$ cat config.mk
export PLATFORM = sky130hd
export DESIGN_NAME = shader_mem_arbiter
export DESIGN_NICKNAME = d
export VERILOG_FILES = /design/src/rtl/shader_pkg.sv /design/src/rtl/shader_mem_arbiter.sv
export SDC_FILE = /design/constraint.sdc
export NUM_CORES = 1
export LEC_CHECK = 0
export CAP_MARGIN = 20
export CORE_MARGIN = 2
export CORE_UTILIZATION = 45
export CTS_CLUSTER_DIAMETER = 30
export CTS_CLUSTER_SIZE = 28
export DETAILED_ROUTE_END_ITERATION = 6
export GPL_ROUTABILITY_DRIVEN = 1
export GPL_TIMING_DRIVEN = 0
export HOLD_SLACK_MARGIN = 0.15
export PLACE_DENSITY = 0.84
export SETUP_SLACK_MARGIN = 0.3
export SYNTH_ARGS = -nofsm -noshare
export SYNTH_HDL_FRONTEND = slang
export SYNTH_SLANG_ARGS = --single-unit
$ cat constraint.sdc
create_clock -name clk -period 4.94 [get_ports clk]
set_clock_uncertainty 0.1 [all_clocks]
set_input_delay 1.482 -clock clk [delete_from_list [all_inputs] [get_ports clk]]
set_output_delay 1.482 -clock clk [all_outputs]
set_load 0.1 [all_outputs]
$ cat src/rtl/shader_pkg.sv
// Shared definitions for the tiny shader: instruction memory geometry and
// the memory-slot owner enum used by the arbiter, execute unit and SPI decoder.
package shader_pkg;

    localparam int INSTR_W   = 8;
    localparam int NUM_INSTR = 16;
    localparam int ADDR_W    = $clog2(NUM_INSTR);

    // Owner of the single instruction-memory port in a given cycle.
    typedef enum logic [1:0] {
        SLOT_IDLE  = 2'd0,
        SLOT_FETCH = 2'd1,
        SLOT_HOST  = 2'd2
    } slot_t;

endpackage

$ cat src/rtl/shader_mem_arbiter.sv
// Instruction-memory port arbiter: per-cycle execute fetch versus a single
// buffered host (SPI) request. The host gets the port whenever fetch is idle,
// during blanking/pause, or once it has waited STARVE_LIMIT cycles.
module shader_mem_arbiter #(
    parameter int NUM_INSTR    = shader_pkg::NUM_INSTR,
    parameter int INSTR_W      = shader_pkg::INSTR_W,
    parameter int STARVE_LIMIT = 15,
    localparam int ADDR_W      = $clog2(NUM_INSTR)
) (
    input  logic               clk,
    input  logic               rst,
    input  logic               pause_i,
    input  logic               blank_i,
    input  logic               fetch_req_i,
    input  logic [ADDR_W-1:0]  fetch_addr_i,
    output logic               fetch_gnt_o,
    output logic [INSTR_W-1:0] fetch_data_o,
    input  logic               host_valid_i,
    output logic               host_ready_o,
    input  logic               host_we_i,
    input  logic [ADDR_W-1:0]  host_addr_i,
    input  logic [INSTR_W-1:0] host_wdata_i,
    output logic               host_rvalid_o,
    output logic [INSTR_W-1:0] host_rdata_o,
    output logic [ADDR_W-1:0]  mem_addr_o,
    output logic               mem_we_o,
    output logic [INSTR_W-1:0] mem_wdata_o,
    input  logic [INSTR_W-1:0] mem_rdata_i
);

    import shader_pkg::slot_t;
    import shader_pkg::SLOT_IDLE;
    import shader_pkg::SLOT_FETCH;
    import shader_pkg::SLOT_HOST;

    // Starvation counter is 8 bits wide; the limit is compared at that width.
    localparam logic [7:0] STARVE_MAX = 8'(STARVE_LIMIT);

    // Host request buffer
    logic               pend_reg,       pend_next;
    logic               buf_we_reg,     buf_we_next;
    logic [ADDR_W-1:0]  buf_addr_reg,   buf_addr_next;
    logic [INSTR_W-1:0] buf_wdata_reg,  buf_wdata_next;

    // Starvation counter and host read response
    logic [7:0]         starve_cnt_reg, starve_cnt_next;
    logic               rvalid_reg,     rvalid_next;
    logic [INSTR_W-1:0] rdata_reg,      rdata_next;

    logic               host_accept;
    slot_t              slot;

    // The buffer is single-entry, so the host may only hand over a request
    // while nothing is pending; this also forbids an accept in the drain cycle.
    assign host_ready_o  = !pend_reg;
    assign host_rvalid_o = rvalid_reg;
    assign host_rdata_o  = rdata_reg;

    // Slot selection: a pending host request wins whenever fetch can spare
    // the port or has been ahead of it for STARVE_LIMIT cycles.
    always_comb begin
        slot = SLOT_IDLE;
        if (pend_reg && (pause_i || blank_i || !fetch_req_i ||
                         starve_cnt_reg == STARVE_MAX)) begin
            slot = SLOT_HOST;
        end else if (fetch_req_i) begin
            slot = SLOT_FETCH;
        end
    end

    // Memory port and fetch response mux, driven purely from the current slot.
    always_comb begin
        mem_addr_o   = '0;
        mem_we_o     = 1'b0;
        mem_wdata_o  = '0;
        fetch_gnt_o  = 1'b0;
        fetch_data_o = '0;
        case (slot)
            SLOT_FETCH: begin
                mem_addr_o   = fetch_addr_i;
                fetch_gnt_o  = 1'b1;
                fetch_data_o = mem_rdata_i;
            end
            SLOT_HOST: begin
                mem_addr_o = buf_addr_reg;
                mem_we_o   = buf_we_reg;
                if (buf_we_reg) begin
                    mem_wdata_o = buf_wdata_reg;
                end
            end
            default: begin
            end
        endcase
    end

    // Next-state logic for the buffer, starvation counter and read response.
    always_comb begin
        host_accept     = host_valid_i && !pend_reg;
        pend_next       = pend_reg;
        buf_we_next     = buf_we_reg;
        buf_addr_next   = buf_addr_reg;
        buf_wdata_next  = buf_wdata_reg;
        starve_cnt_next = starve_cnt_reg;
        rvalid_next     = 1'b0;
        rdata_next      = rdata_reg;

        // Accept and service are mutually exclusive: accept needs an empty
        // buffer, service needs a full one.
        if (host_accept) begin
            pend_next      = 1'b1;
            buf_we_next    = host_we_i;
            buf_addr_next  = host_addr_i;
            buf_wdata_next = host_wdata_i;
        end else if (slot == SLOT_HOST) begin
            pend_next = 1'b0;
        end

        // Counts cycles a pending request has been passed over by fetch.
        if (!pend_reg || slot == SLOT_HOST) begin
            starve_cnt_next = '0;
        end else if (starve_cnt_reg != STARVE_MAX) begin
            starve_cnt_next = starve_cnt_reg + 8'd1;
        end

        // A host read captures the memory's combinational data in its slot
        // and presents it as a one-cycle pulse; the data then holds.
        if (slot == SLOT_HOST && !buf_we_reg) begin
            rvalid_next = 1'b1;
            rdata_next  = mem_rdata_i;
        end
    end

    // State registers; reset discards any buffered request.
    always_ff @(posedge clk or posedge rst) begin
        if (rst) begin
            pend_reg       <= 1'b0;
            buf_we_reg     <= 1'b0;
            buf_addr_reg   <= '0;
            buf_wdata_reg  <= '0;
            starve_cnt_reg <= '0;
            rvalid_reg     <= 1'b0;
            rdata_reg      <= '0;
        end else begin
            pend_reg       <= pend_next;
            buf_we_reg     <= buf_we_next;
            buf_addr_reg   <= buf_addr_next;
            buf_wdata_reg  <= buf_wdata_next;
            starve_cnt_reg <= starve_cnt_next;
            rvalid_reg     <= rvalid_next;
            rdata_reg      <= rdata_next;
        end
    end

endmodule

[After elaboration in Yosys (flattened, before gate mapping)]
Index checks and enable logic that the tools add are counted.
Cells by class
  add/subtract/negate cells: 1
  equality and inequality tests: 4
  mux-type cells: 13
  reductions and logical operators: 12
Operators with widths (number)
  8-bit two-way mux: 5
  8-bit by 1-bit adder with 8-bit output, second input constant: 1
  8-bit by 4-bit equality test with 1-bit output, second input constant: 1
  8-bit by 4-bit inequality test with 1-bit output, second input constant: 1
  4-bit one-hot mux with 2 select lines: 1
  1-bit two-way mux: 6
  1-bit logical OR: 4
  2-bit nonzero test: 2
  1-bit logical AND: 3
  1-bit logical NOT: 3
  2-bit by 1-bit equality test with 1-bit output, second input constant: 1
  2-bit equality test, second input constant: 1
  2-bit two-way mux: 1
Storage, ports and cells
  flip-flop bits (word level): 31
  word-level logic and storage cells: 37

[Longest topological paths before layout]
  depth in word-level cells: 8
  gate-level depth with buffers: 6
  gate-level depth less buffers: 5

[Worst setup path after synthesis]
Ideal clock, no wire load.
  kind: input to output
  from: input port blank_i
  to: output port fetch_data_o[2]
  arrival time: 3.158 ns
  setup slack: 0.200 ns
  stages: 4
  cell sequence: or3b_4 a22oi_4 buf_4 and3_1
Between the ends
  word-level cells in the longest chain between the ends: 7
RTL lines
  start, declared: line shader_mem_arbiter.sv:13  | input logic blank_i,
  1-bit logical OR (3 in series): line shader_mem_arbiter.sv:63  | if (pend_reg && (pause_i || blank_i || !fetch_req_i ||
  1-bit logical AND: line shader_mem_arbiter.sv:63
  2-bit two-way mux: line shader_mem_arbiter.sv:63
  2-bit by 1-bit equality test with 1-bit output: line shader_mem_arbiter.sv:78  | case (slot)
  8-bit two-way mux: line shader_mem_arbiter.sv:78
  end, declared: line shader_mem_arbiter.sv:17  | output logic [INSTR_W-1:0] fetch_data_o,
Every way passes these cells.

[Worst setup path after layout]
  from: input port pause_i
  to: output port mem_addr_o[2]
Between the ends
  word-level cells in the longest chain between the ends: 7
RTL lines
  start, declared: line shader_mem_arbiter.sv:12  | input logic pause_i,
  1-bit logical OR * (3 in series): line shader_mem_arbiter.sv:63
  1-bit logical AND *: line shader_mem_arbiter.sv:63
  2-bit two-way mux *: line shader_mem_arbiter.sv:63
  2-bit equality test / 2-bit by 1-bit equality test with 1-bit output (equally long branches): line shader_mem_arbiter.sv:78
  4-bit one-hot mux with 2 select lines *: line shader_mem_arbiter.sv:78
  end, declared: line shader_mem_arbiter.sv:25  | output logic [ADDR_W-1:0] mem_addr_o,
Mark *: on every way between the ends. The rest lies on a longest branch, timed or not.

==> impl_results.md <==
* Setup repair after global routing missed its margin: no
* Longest Clk Path Bufs at 2
* Least-Margin Pin Slew at about 1 ns
* Layout cells sized above 1 at a little over two fifths
* Port Buffers at 62
* Cell area after synthesis at roughly 1500 um2
* Reg-to-Reg Start: starve_cnt_reg[4]
* DR vias/cell at roughly 5.3
* Clock share of power at ~15%
* ANT cells at 0
* CTS tree: yes
* Fin crit period at between 4 and 5 ns
* Worst path bufs/invs at 3
* Starting density of the core at between 40% and 50%
* Ys async rst share at 100.0%
* CP arrival at 2.97 ns
* Max-slew headroom at 33.22%
* Row Count at 20
* Clock slew at reported path FFs at roughly 0.11 ns
* Post-synth EDFFs at 0
* Critical path's slowest cell: or3b_4
* Met2 Wirelength at around 2200 um
* Sequential Power Share at a little under a third
* Initial antenna violation count at 0
* TritonCTS Sinks at 31
* CTS root buffer: clkbuf_4
* WL/cell at approximately 18 um
* HPWL Detailed at about 2700 um
* Routed wire length at 4477 um
* Routability cong. at roughly 0.78
* Antenna-violating nets left at 0
* Critical path cell sequence: dlygate4sd2_1 -> or3b_4 -> a22oi_4 -> buf_6 -> nand3_1 -> nand2_2 -> buf_12
* Post-synth top cells: dfrtp_1 (31), and3_1 (17), mux2_2 (13), nand2_1 (13), nor2_1 (9)
* Post-synthesis sequential area ratio at between 50% and 60%
* Area leader, netlist: dfrtp_1
* Top Metal Used: met4
* Synthesized area per cell at roughly 12 um2
* Synthesized Nets at about 160
* #FFs+latches synth at 31
* Worst skew pair latency at 0.35 ns
* Worst vdd ir at ~180 uV
* Unique masters post-synth at 24
* WL met1 at between 1500 and 2000 um
* Top cells by area, synth: dfrtp_1 (52%), mux2_2 (9.9%), mux2_4 (8.1%)
* DRC at 0
* Crit path from: pause_i
* First-pass GRT wire length at about 7000 um
* Dpl ws at -0.9394 ns
* Final-report hold violation count at 0
* Final worst-path setup slack at between 0.3 and 0.4 ns
* Total number of yosys warnings at 0
* Die H at just over 60 um
* Die Width at between 60 and 70 um
* Most common cell in the netlist: dfrtp_1
* GRT Total Usage at 26.92%
* Tot Pwr at slightly above 1 mW
* Setup slack, reg-to-reg at between 2 and 3 ns
* Crit Path Max Fanout at 5
* Max stage delay on crit path at between 0.4 and 0.5 ns
* Area Growth Syn to Fin at 71.65%
* Final instance count without filler cells at about 240
* Worst Setup End Kind: output port
* Max-cap violations at 0
* Outcome: finished, final reports clean
* Pins Over Slew Limit at 0
* Setup Viol. Count Final at 0
* CP required at between 3 and 4 ns
* Min Hold Slack at between 0.3 and 0.4 ns
* Fmax at approximately 220 MHz
* Class of the worst hold path: reg2reg
* DRT iter0 DRCs at 49
* Vias at 1,276
* Nets at about 230
* Die ar. at between 3000 and 4000 um2
* DP Area at 2203 um2
* Core area at 3103 um2
* Psw at approximately 490 uW
* Top_reg_cell synth: dfrtp_1
* Drt first pass iters at 3
* Comb pwr share at a little over half
* Leakage at ~1.1 nW
* Io pins at 63
* Vias in the first global route at 1,400
* Total CTS buffers at 5
* Cell area after layout at 2545 um2
* Fin crit share at 92.21%
* Pin count of the biggest net entering global routing at 20
* H-tree depth at 2
* Wire length on met3 at ~440 um
* Mapped Cells at roughly 120
* Crit Path Class: in2out
* Area share of the largest cell type after synthesis at ~52%
* Overflow after GRT at 0
* Startpoint types: primary input
* Net Sw Frac at a little under half
* Internal power at between 500 and 600 uW
* Hold Crit Start: starve_cnt_reg[0]
* Dpl cells at roughly 230
* Pwr dens at slightly above 400 nW/um2
* CP delay by family, top: simple AND/OR/NAND/NOR gates
==> cell type report <==
class	instances	area, um2
clock inverters	1	5.005
well taps	44	55.05
clock buffers	6	51.30
inverters	3	11.26
flip-flops and latches	31	775.7
fillers	167	558.0
plain buffers	6	40.04
multi-input cells	84	748.2
repair buffers	68	858.3
==> kinds of logic (layout without fill, tap and decap cells) <==
family	after synthesis	count (layout)	synth area share (%)
xor gates and xnor gates	6	6	3.544
DFF	31	31	52.32
buffers and inverters	9	84	2.785
AOI/OAI and AO/OA	3	3	2.616
muxes	21	21	17.97
and+or+nand+nor	53	53	19.92
adders and majority gates	1	1	0.8437
==> what timing repair did <==
action | in CTS | in global routing
setup endpoints to repair | 22 | 1
resized for setup | 210 | 2
hold buffers | 0 | 0
buffers inserted | 3 | 0
endpoints found under the hold margin | 0 | 0
pin swaps | 3 | 1
cloned | 2 | 0
==> routing by layer <==
layer | vias up | track usage (%)
li1 | 577 | -
met1 | 612 | 28.38
met2 | 70 | 46.81
met3 | 17 | 9.664
met4 | 0 | 14.59
met5 | - | 0
==> power groups by stage <==
stage | clock [mW] | combinational (mW) | sequential [mW]
2_1_floorplan | 0 | 0.207 | 0.492
3_3_place_gp | 0 | 0.492 | 0.322
3_5_place_dp | 0 | 0.499 | 0.325
4_1_cts | 0.154 | 0.550 | 0.321
5_1_grt | 0.171 | 0.572 | 0.330
6_report | 0.157 | 0.555 | 0.325
==> cells in the final DEF (no fill, tap or decap), types with 4 or more instances in the layout <==
master           count
mux2_4               8
nor2_1               9
mux2_2              13
and3_1               6
buf_2                4
nand2_1              7
buf_6                6
dfrtp_1             31
clkbuf_4             5
buf_12              18
and3_4              11
xnor2_1              4
nand2_2              6
clkdlybuf4s50_1     37
nand3_1              6
==> final timing paths <==
| check | cells after the start | endpoint |
|---|---|---|
| worst min register to register | 1 | starve_cnt_reg[0] |
| min in group asynchronous | 2 | host_rvalid_o |
| max in group asynchronous | 3 | buf_wdata_reg[2] |
| worst min-delay path | 1 | starve_cnt_reg[0] |
| worst max-delay path | 7 | mem_addr_o[2] |
| worst max register to register | 6 | host_rdata_o[0] |
==> through the flow <==
step	util, %	TNS [ns]
5_1_grt	82.02	0
6_report	82.02	0
4_1_cts	82.14	0
3_3_place_gp	70.12	-16.49
2_1_floorplan	-	0
3_5_place_dp	71.01	-17.27
Note: power is estimated with default switching activity, not from simulation.
